`src/rtl/uart_dbg_pkg.sv`:
```
// Shared types and constants for the UART debug bus master.
// Latency: n/a (declarations only).
// Backpressure: n/a (declarations only).
package uart_dbg_pkg;

  typedef enum logic [2:0] {
    ST_IDLE      = 3'd0,
    ST_GET_ADDR  = 3'd1,
    ST_GET_DATA  = 3'd2,
    ST_BUS       = 3'd3,
    ST_SEND      = 3'd4,
    ST_SEND_WAIT = 3'd5
  } state_t;

  localparam logic [7:0] CMD_READ    = 8'h52;
  localparam logic [7:0] CMD_WRITE   = 8'h57;
  localparam logic [7:0] ACK_DEFAULT = 8'h06;
  localparam logic [7:0] NAK_DEFAULT = 8'h15;

  // True for the two command bytes the bridge understands.
  function automatic logic is_cmd(input logic [7:0] c);
    return (c == CMD_READ) || (c == CMD_WRITE);
  endfunction

endpackage

```
`src/rtl/uart_dbg_txbuf.sv`:
```
// Response shift buffer: holds up to 4 bytes and presents them LSB first.
// Latency: tx_valid is combinational from the SEND phase of the command FSM.
// Backpressure: the next byte only advances on tx_ready while in the wait phase.
module uart_dbg_txbuf (
  input  logic        clk,
  input  logic        resetn,
  input  logic        load,
  input  logic [31:0] load_dat,
  input  logic [1:0]  load_cnt,
  input  logic        send,
  input  logic        wait_st,
  input  logic        tx_ready,
  output logic [7:0]  tx_data,
  output logic        tx_valid,
  output logic        last
);

  logic [31:0] shreg_q;
  logic [1:0]  cnt_q;

  // Load a fresh response, or drop the sent byte once the transmitter is done.
  always_ff @(posedge clk or negedge resetn) begin
    if (!resetn) begin
      shreg_q <= 32'h0;
      cnt_q   <= 2'd0;
    end else if (load) begin
      shreg_q <= load_dat;
      cnt_q   <= load_cnt;
    end else if (wait_st && tx_ready) begin
      shreg_q <= {8'h00, shreg_q[31:8]};
      if (cnt_q != 2'd0) begin
        cnt_q <= cnt_q - 2'd1;
      end
    end
  end

  // Byte is only driven while it is being launched, so the bus idles at zero.
  always_comb begin
    tx_valid = send;
    tx_data  = send ? shreg_q[7:0] : 8'h00;
    last     = (cnt_q == 2'd0);
  end

endmodule

```
`src/rtl/uart_dbg_master.sv`:
```
// Debug bridge: decodes 'R'/'W' byte commands and issues single-word bus transactions; optional bus timeout under UART_DBG_TIMEOUT_EN.
// Latency: mem_valid 1 cycle after the last command byte; first tx_valid 1 cycle after mem_ready.
// Backpressure: bytes arriving while busy on the bus or transmitting are dropped and flagged on rx_overrun.
module uart_dbg_master
  import uart_dbg_pkg::*;
#(
`ifdef UART_DBG_TIMEOUT_EN
  parameter int unsigned TIMEOUT_CYCLES = 4096,
`endif
  parameter logic [7:0]  ACK_BYTE       = ACK_DEFAULT,
  parameter logic [7:0]  NAK_BYTE       = NAK_DEFAULT
) (
  input  logic        clk,
  input  logic        resetn,
  input  logic [7:0]  rx_data,
  input  logic        rx_valid,
  output logic [7:0]  tx_data,
  output logic        tx_valid,
  input  logic        tx_ready,
  output logic        mem_valid,
  output logic [31:0] mem_addr,
  output logic [31:0] mem_wdata,
  output logic [3:0]  mem_wstrb,
  input  logic        mem_ready,
  input  logic [31:0] mem_rdata,
  output logic        busy,
  output logic        rx_overrun
);

  state_t      state_q, state_d;
  logic [7:0]  cmd_q;
  logic [31:0] addr_q;
  logic [31:0] wdata_q;
  logic [1:0]  byte_cnt_q;
  logic        timeout;
  logic        tx_last;
  logic        ld_en;
  logic [31:0] ld_dat;
  logic [1:0]  ld_cnt;
  logic        is_bus;
  logic        is_wr;

`ifdef UART_DBG_TIMEOUT_EN
  logic [31:0] to_cnt_q;

  // Cycles spent in the current bus access; zero on the first BUS cycle.
  always_ff @(posedge clk or negedge resetn) begin
    if (!resetn) begin
      to_cnt_q <= 32'h0;
    end else if (state_q != ST_BUS) begin
      to_cnt_q <= 32'h0;
    end else begin
      to_cnt_q <= to_cnt_q + 32'd1;
    end
  end

  // Last permitted bus cycle; mem_ready in this same cycle still wins.
  assign timeout = (state_q == ST_BUS) && (to_cnt_q == TIMEOUT_CYCLES - 1);
`else
  assign timeout = 1'b0;
`endif

  // State register.
  always_ff @(posedge clk or negedge resetn) begin
    if (!resetn) begin
      state_q <= ST_IDLE;
    end else begin
      state_q <= state_d;
    end
  end

  // Command, address and data capture; byte counter restarts on every state change.
  always_ff @(posedge clk or negedge resetn) begin
    if (!resetn) begin
      cmd_q      <= 8'h00;
      addr_q     <= 32'h0;
      wdata_q    <= 32'h0;
      byte_cnt_q <= 2'd0;
    end else begin
      if (state_q == ST_IDLE && rx_valid) begin
        cmd_q <= rx_data;
      end
      if (state_q == ST_GET_ADDR && rx_valid) begin
        addr_q[{byte_cnt_q, 3'b000} +: 8] <= rx_data;
      end
      if (state_q == ST_GET_DATA && rx_valid) begin
        wdata_q[{byte_cnt_q, 3'b000} +: 8] <= rx_data;
      end
      if (state_d != state_q) begin
        byte_cnt_q <= 2'd0;
      end else if ((state_q == ST_GET_ADDR || state_q == ST_GET_DATA) && rx_valid) begin
        byte_cnt_q <= byte_cnt_q + 2'd1;
      end
    end
  end

  // Next-state decode.
  always_comb begin
    state_d = state_q;
    case (state_q)
      ST_IDLE: begin
        if (rx_valid) begin
          state_d = is_cmd(rx_data) ? ST_GET_ADDR : ST_SEND;
        end
      end
      ST_GET_ADDR: begin
        if (rx_valid && byte_cnt_q == 2'd3) begin
          if (addr_q[1:0] != 2'b00) begin
            state_d = ST_SEND;
          end else if (cmd_q == CMD_WRITE) begin
            state_d = ST_GET_DATA;
          end else begin
            state_d = ST_BUS;
          end
        end
      end
      ST_GET_DATA: begin
        if (rx_valid && byte_cnt_q == 2'd3) begin
          state_d = ST_BUS;
        end
      end
      ST_BUS: begin
        if (mem_ready || timeout) begin
          state_d = ST_SEND;
        end
      end
      ST_SEND: begin
        state_d = ST_SEND_WAIT;
      end
      ST_SEND_WAIT: begin
        if (tx_ready) begin
          state_d = tx_last ? ST_IDLE : ST_SEND;
        end
      end
      default: begin
        state_d = ST_IDLE;
      end
    endcase
  end

  // Outputs and response loading; the low address byte is already held when the 4th byte lands.
  always_comb begin
    is_bus     = (state_q == ST_BUS);
    is_wr      = (cmd_q == CMD_WRITE);
    busy       = (state_q != ST_IDLE);
    mem_valid  = is_bus;
    mem_addr   = is_bus ? addr_q : 32'h0;
    mem_wdata  = (is_bus && is_wr) ? wdata_q : 32'h0;
    mem_wstrb  = (is_bus && is_wr) ? 4'hF : 4'h0;
    rx_overrun = rx_valid && (state_q == ST_BUS || state_q == ST_SEND ||
                              state_q == ST_SEND_WAIT);
    ld_en  = 1'b0;
    ld_dat = {24'h0, NAK_BYTE};
    ld_cnt = 2'd0;
    case (state_q)
      ST_IDLE: begin
        ld_en = rx_valid && !is_cmd(rx_data);
      end
      ST_GET_ADDR: begin
        ld_en = rx_valid && (byte_cnt_q == 2'd3) && (addr_q[1:0] != 2'b00);
      end
      ST_BUS: begin
        if (mem_ready) begin
          ld_en = 1'b1;
          if (is_wr) begin
            ld_dat = {24'h0, ACK_BYTE};
          end else begin
            ld_dat = mem_rdata;
            ld_cnt = 2'd3;
          end
        end else if (timeout) begin
          ld_en = 1'b1;
        end
      end
      default: begin
        ld_en = 1'b0;
      end
    endcase
  end

  uart_dbg_txbuf u_txbuf (
    .clk      (clk),
    .resetn   (resetn),
    .load     (ld_en),
    .load_dat (ld_dat),
    .load_cnt (ld_cnt),
    .send     (state_q == ST_SEND),
    .wait_st  (state_q == ST_SEND_WAIT),
    .tx_ready (tx_ready),
    .tx_data  (tx_data),
    .tx_valid (tx_valid),
    .last     (tx_last)
  );

endmodule

```
`config.mk`:
```
export PLATFORM = sky130hd
export DESIGN_NAME = uart_dbg_master
export DESIGN_NICKNAME = d
export VERILOG_FILES = /design/src/rtl/uart_dbg_pkg.sv /design/src/rtl/uart_dbg_txbuf.sv /design/src/rtl/uart_dbg_master.sv
export SDC_FILE = /design/constraint.sdc
export NUM_CORES = 1
export LEC_CHECK = 0
export BUFFER_PORTS_ARGS = -buffer_cell sky130_fd_sc_hd__buf_2
export CELL_PAD_IN_SITES_DETAIL_PLACEMENT = 0
export CELL_PAD_IN_SITES_GLOBAL_PLACEMENT = 1
export CORE_MARGIN = 3
export CORE_UTILIZATION = 40
export DETAILED_ROUTE_END_ITERATION = 10
export GPL_TIMING_DRIVEN = 0
export PLACE_DENSITY_LB_ADDON = 0.3
export SETUP_SLACK_MARGIN = 0.1
export SLEW_MARGIN = 20
export SYNTH_ARGS = -nofsm -noshare
export SYNTH_HDL_FRONTEND = slang
export SYNTH_SLANG_ARGS = --single-unit
```
`constraint.sdc`:
```
create_clock -name clk -period 2.8 [get_ports clk]
set_clock_uncertainty 0.2 [all_clocks]
set_input_delay 0.56 -clock clk [delete_from_list [all_inputs] [get_ports clk]]
set_output_delay 0.56 -clock clk [all_outputs]
set_load 0.02 [all_outputs]
```
After elaboration in Yosys (flattened, before gate mapping)
Cells that the tools add are included. W data, S select, Z words.

Logic and storage cells: 77. Register bits after elaboration: 111. Input port bits: 45. Output and inout port bits: 80.

Muxes and demuxes: 31. Equality and inequality tests: 10. Add/subtract/negate cells: 3. Reduce and logical (&&, ||, !) cells: 24. Shift operators: 2.

Operators by type and width (count): $mux W32 (7); $bwmux W32 (2); $shift A8 B7 Y32 const A (1); $shiftx A8 B7 Y32 (1); $eq A8 B7 Y1 const B (3); $mux W3 (8); $pmux W3 S6 (1); $mux W2 (8); $logic_and A1 B1 Y1 (10); $reduce_bool A2 Y1 (5); $mux W8 (1); $neg A5 Y7 (1); $eq A3 B2 Y1 const B (2); $eq A3 B3 Y1 const B (2); $logic_or A1 B1 Y1 (4); $mux W4 (1); $eq A3 B1 Y1 const B (1); $logic_not A3 Y1 (1); $ne A3 B3 Y1 (1); $pmux W1 S3 (1); $reduce_bool A3 Y1 (1); $add A2 B1 Y2 const B (1); $eq A2 B2 Y1 const B (1); $logic_not A2 Y1 (1); other kinds (4) (5).

Logic depth before layout (Yosys ltp)
Depth in word-level cells: 7. Gate-level depth with buffers: 7. Depth with buffers taken out: 6.

Cells and area by module
From an unflattened synthesis, not the netlist that was laid out.

Cell total of the unflattened synthesis: 611. Area, all modules: 5652.9 sq um.

By module, submodules not included: uart_dbg_master (cells an instance 452, area an instance 4038.9 sq um, sequential area each 1926.8 sq um, times used 1); uart_dbg_txbuf (cells an instance 159, area an instance 1614.0 sq um, sequential area each 850.8 sq um, times used 1).

Worst setup path after synthesis
No wires, ideal clock.

Path type: reg-to-output. From: register state_q[0]. To: output mem_wstrb[1]. Cell stages (with the launch flop): 6. Setup slack: 336 ps. Arrival: 1704 ps. Required time: 2040 ps. Path buffers: 2. Cell sequence: dfrtp_1 > nor2b_1 > nand2_1 > clkbuf_1 > nor2_1 > buf_4.

Word-level cells in the longest chain between the ends: 3.

RTL lines: start, declared (line uart_dbg_master.sv:30) `state_t state_q, state_d;`; start signal, assigned (line uart_dbg_master.sv:68) `state_q <= state_d;`; $eq A3 B2 Y1 (line uart_dbg_master.sv:143) `is_bus = (state_q == ST_BUS);`; $logic_and A1 B1 Y1 (line uart_dbg_master.sv:149) `mem_wstrb = (is_bus && is_wr) ? 4'hF : 4'h0;`; $mux W4 (line uart_dbg_master.sv:149); end, declared (line uart_dbg_master.sv:23) `output logic [3:0] mem_wstrb,`.

No other way between the ends.

Final worst setup path
From: register state_q[1]. To: output tx_data[1].

Word-level cells in the longest chain between the ends: 2.

RTL lines: $eq A3 B3 Y1 (line uart_dbg_master.sv:187) `.send (state_q == ST_SEND),`; $mux W8 (line uart_dbg_txbuf.sv:40) `tx_data = send ? shreg_q[7:0] : 8'h00;`; end, declared (line uart_dbg_master.sv:17) `output logic [7:0] tx_data,`.

No other way between the ends.

==> qor.yml <==
nets: 780
synth_edf_count: 0
slowest_delay_ns: 0.40
drtIter0Drc: 341
detail_route.wl_per_cell_um: 16.97
cts_made_buffers: 9
worst-path-buf-inv: 3
crit_chain: "buf_2 > nand2b_1 > nor2_1 > clkbuf_4 > and2_1 > buf_2"
syn_nets: 643
async_reset_ff_frac: 1.000
setup_tns_ns: 0
power-per-cell-area_mw_per_mm2: 788.2
row_count: 41
start_util: 0.4184
crit_path_start_kind: "register"
grt_first_pass_wirelength_mm: 24.88
ant_nets: 0
post-route-period-util: 0.9460
worst_pin_slew_ns: 0.9306
drive_gt1_frac: 0.2629
first_pass_iters: 5
synth_cells: 592
critPathKind: "reg2out"
synth_flop_cell: "dfrtp_1"
viasPerCell: 5.231
grt_max_degree: 69
worstPathArrival_ns: 1.89
synth_area_sq_mm: 0.005388
critPathRequiredTime_ns: 2.04
clock_latency_ns: 0.35
antennaDiodeCount: 0
crit_path_end_kind: "primary output"
fmax_ghz: 0.3775
yosysSeqAreaShare: 0.5156
fin_crit_ns: 2.649
ys_ff_latch: 111
core_area_sq_mm: 0.01288
grt_pass1_vias: 4803
die-area_sq_mm: 0.01490
r2r-start: "byte_cnt_q[0]$_DFFE_PN0P_"
clk_pin_slew_ns: 0.07
yosysWarnings: 0
post-dp-hpwl_mm: 11.00
finalWirelength_mm: 15.38
power_mw: 5.274
maxSlewViolCount: 0
root_buffer: "clkbuf_16"
critPathTopFamily: "buffers and inverters"
drc: 0
grt_overflow_total: 0
slew_headroom: 0.3782
whs_endpoint: "u_txbuf.shreg_q[27]$_DFFE_PN0P_"
ir_drop_mv: 0.4174
reg2reg_depth: 5
hp-class: "in2reg"
cts_tree: "done"
r2r_slack_ns: 0.30
vias: 4739
r2r_end: "wdata_q[10]$_DFFE_PN0P_"
cts_max_level: 3
n_fill_cell: 1265
die_height_um: 122.1
grt_usage: 0.2136
gp_congestion: 0.8489
syn_to_final_growth_pct: 24.20
die_w_um: 122.1
p_leak_nw: 3.538
synth.distinct_cells: 47
crit_slowest_cell: "dfrtp_1"
hold_viol_final: 0
setup_viol_count_final: 0
maxCapViolations: 0
ios: 125
path_max_fanout: 10
avgSynthCellArea_sq_um: 9.101
cts_buffer_depth: 2
port_buffers: 121
rsz0062_at_grt: "true"
hp-start: "mem_rdata[27]"
status: "finished clean"
min_path_cells: 2
antenna_found_initial: 0
final_util: 0.5197
cp_common_cell: "buf_2"
cts_num_sinks: 111
synthesized netlist by cell type (2+ instances only):
master | instances | area (sq um)
ha_1 | 6 | 75.07
nand4b_1 | 2 | 17.52
nor2b_1 | 3 | 18.77
a2bb2oi_1 | 21 | 183.9
o21ai_0 | 82 | 410.4
a22o_1 | 8 | 70.07
buf_6 | 2 | 22.52
and3_1 | 59 | 369.1
nor3_1 | 9 | 45.04
a21o_1 | 3 | 22.52
a21oi_1 | 7 | 35.03
xnor2_1 | 2 | 17.52
buf_4 | 4 | 30.03
nor2_1 | 10 | 37.54
clkbuf_1 | 27 | 101.4
nand2_1 | 149 | 559.3
inv_1 | 14 | 52.55
clkbuf_2 | 2 | 10.01
or2_2 | 2 | 12.51
nor3b_1 | 6 | 45.04
nand2b_1 | 2 | 12.51
nand3_1 | 19 | 95.09
dfrtp_1 | 111 | 2778
and4bb_2 | 2 | 25.02
buf_2 | 10 | 50.05
and2_1 | 9 | 56.30
logic make-up (layout without fill, tap and decap cells):
| group | after synthesis | count (layout) | synth area share |
|---|---|---|---|
| flip-flops | 111 | 111 | 0.5156 |
| AND/OR/NAND/NOR | 284 | 284 | 0.2643 |
| adder cells (fa/ha/maj) | 6 | 6 | 0.01393 |
| XOR/XNOR | 2 | 2 | 0.003252 |
| AO/OA/AOI/OAI | 130 | 130 | 0.1535 |
| buffers and inverters | 59 | 201 | 0.04947 |
worst max path at each step:
stage / start / cells after the start / end
after floorplan: state_q[0]$_DFF_PN0_ / 5 / mem_wstrb[1]
after global routing: state_q[1]$_DFF_PN0_ / 6 / tx_data[2]
final: state_q[1]$_DFF_PN0_ / 6 / tx_data[1]
after detailed placement: state_q[0]$_DFF_PN0_ / 6 / mem_wdata[22]
after global placement: resetn / 1 / wdata_q[24]$_DFFE_PN0P_
after CTS: state_q[0]$_DFF_PN0_ / 6 / mem_wdata[22]
stage by stage:
| step | area, sq um | cells | hold WS, ns | worst slack (ns) |
|---|---|---|---|---|
| 2_1_floorplan | 5388 | 592 | 0.06441 | 0.3362 |
| 4_1_cts | 6658 | 906 | 0.2270 | 0.09864 |
| 3_3_place_gp | 6208 | 885 | 0.2509 | -0.3243 |
| 6_report | 6691 | 906 | 0.2332 | 0.1511 |
| 5_1_grt | 6691 | 906 | 0.2326 | 0.02332 |
| 3_5_place_dp | 6242 | 886 | 0.2571 | -0.1146 |
placed cells by master (no fill, tap or decap), types with 2 or more instances in the layout:
master      Yosys  layout
a21o_1          3       3
a21oi_1         7       7
a22o_1          8       8
a2bb2oi_1      21      21
and2_1          9       9
and3_1         59      59
and4bb_2        2       2
buf_2          10     132
buf_4           4       9
buf_6           2       3
bufinv_16       0       3
clkbuf_1       27      13
clkbuf_16       0       9
clkbuf_2        2       9
clkbuf_4        0       4
clkinvlp_4      0       2
dfrtp_1       111     109
dfrtp_2         0       2
ha_1            6       6
inv_1          14      13
nand2_1       149     149
nand2b_1        2       2
nand3_1        19      19
nand4b_1        2       2
nor2_1         10       9
nor2_4          0       2
nor2b_1         3       2
nor3_1          9       8
nor3b_1         6       5
nor3b_2         1       2
o21ai_0        82      82
xnor2_1         2       2
state kept, by name, summed over array words and instances, names as in the netlist:
name and flops:
cmd_q 8, state_q 3, u_txbuf.shreg_q 32, wdata_q 32, u_txbuf.cnt_q 2, addr_q 32, byte_cnt_q 2
area by class of cell:
type / count / area, sq um / share of cell area
Sequential cell: 111 / 2780 / 0.4155
Buffer: 43 / 232.7 / 0.03478
Clock inverter: 5 / 105.1 / 0.01571
Multi-Input combinational cell: 422 / 2376 / 0.3551
Tap cell: 172 / 215.2 / 0.03216
Timing Repair Buffer: 128 / 686.9 / 0.1027
Clock buffer: 11 / 242.7 / 0.03628
Inverter: 14 / 52.55 / 0.007853
where the power goes:
group          internal (mW)  switching (mW)  leakage (nW)
Combinational          0.687           0.950          1.95
Clock                  0.900           0.597         0.162
Sequential              1.93           0.209          1.42
Total                   3.52            1.76          3.54
metal layers:
layer	GRT usage	share of wire	up-vias
li1	-	-	2299
met1	0.2924	0.46	2301
met3	0.03296	0.047	14
met2	0.3526	0.48	125
met4	0.06368	0.014	0
met5	0	0	-
repair_timing:
item	CTS	global route
endpoints found under the hold margin	43	0
cloned	0	0
gates resized for setup	16	21
setup endpoints to repair	77	69
hold buffers	1	0
setup buffers	4	1
pin swaps	1	0
Note: power is estimated with default switching activity, not from simulation.
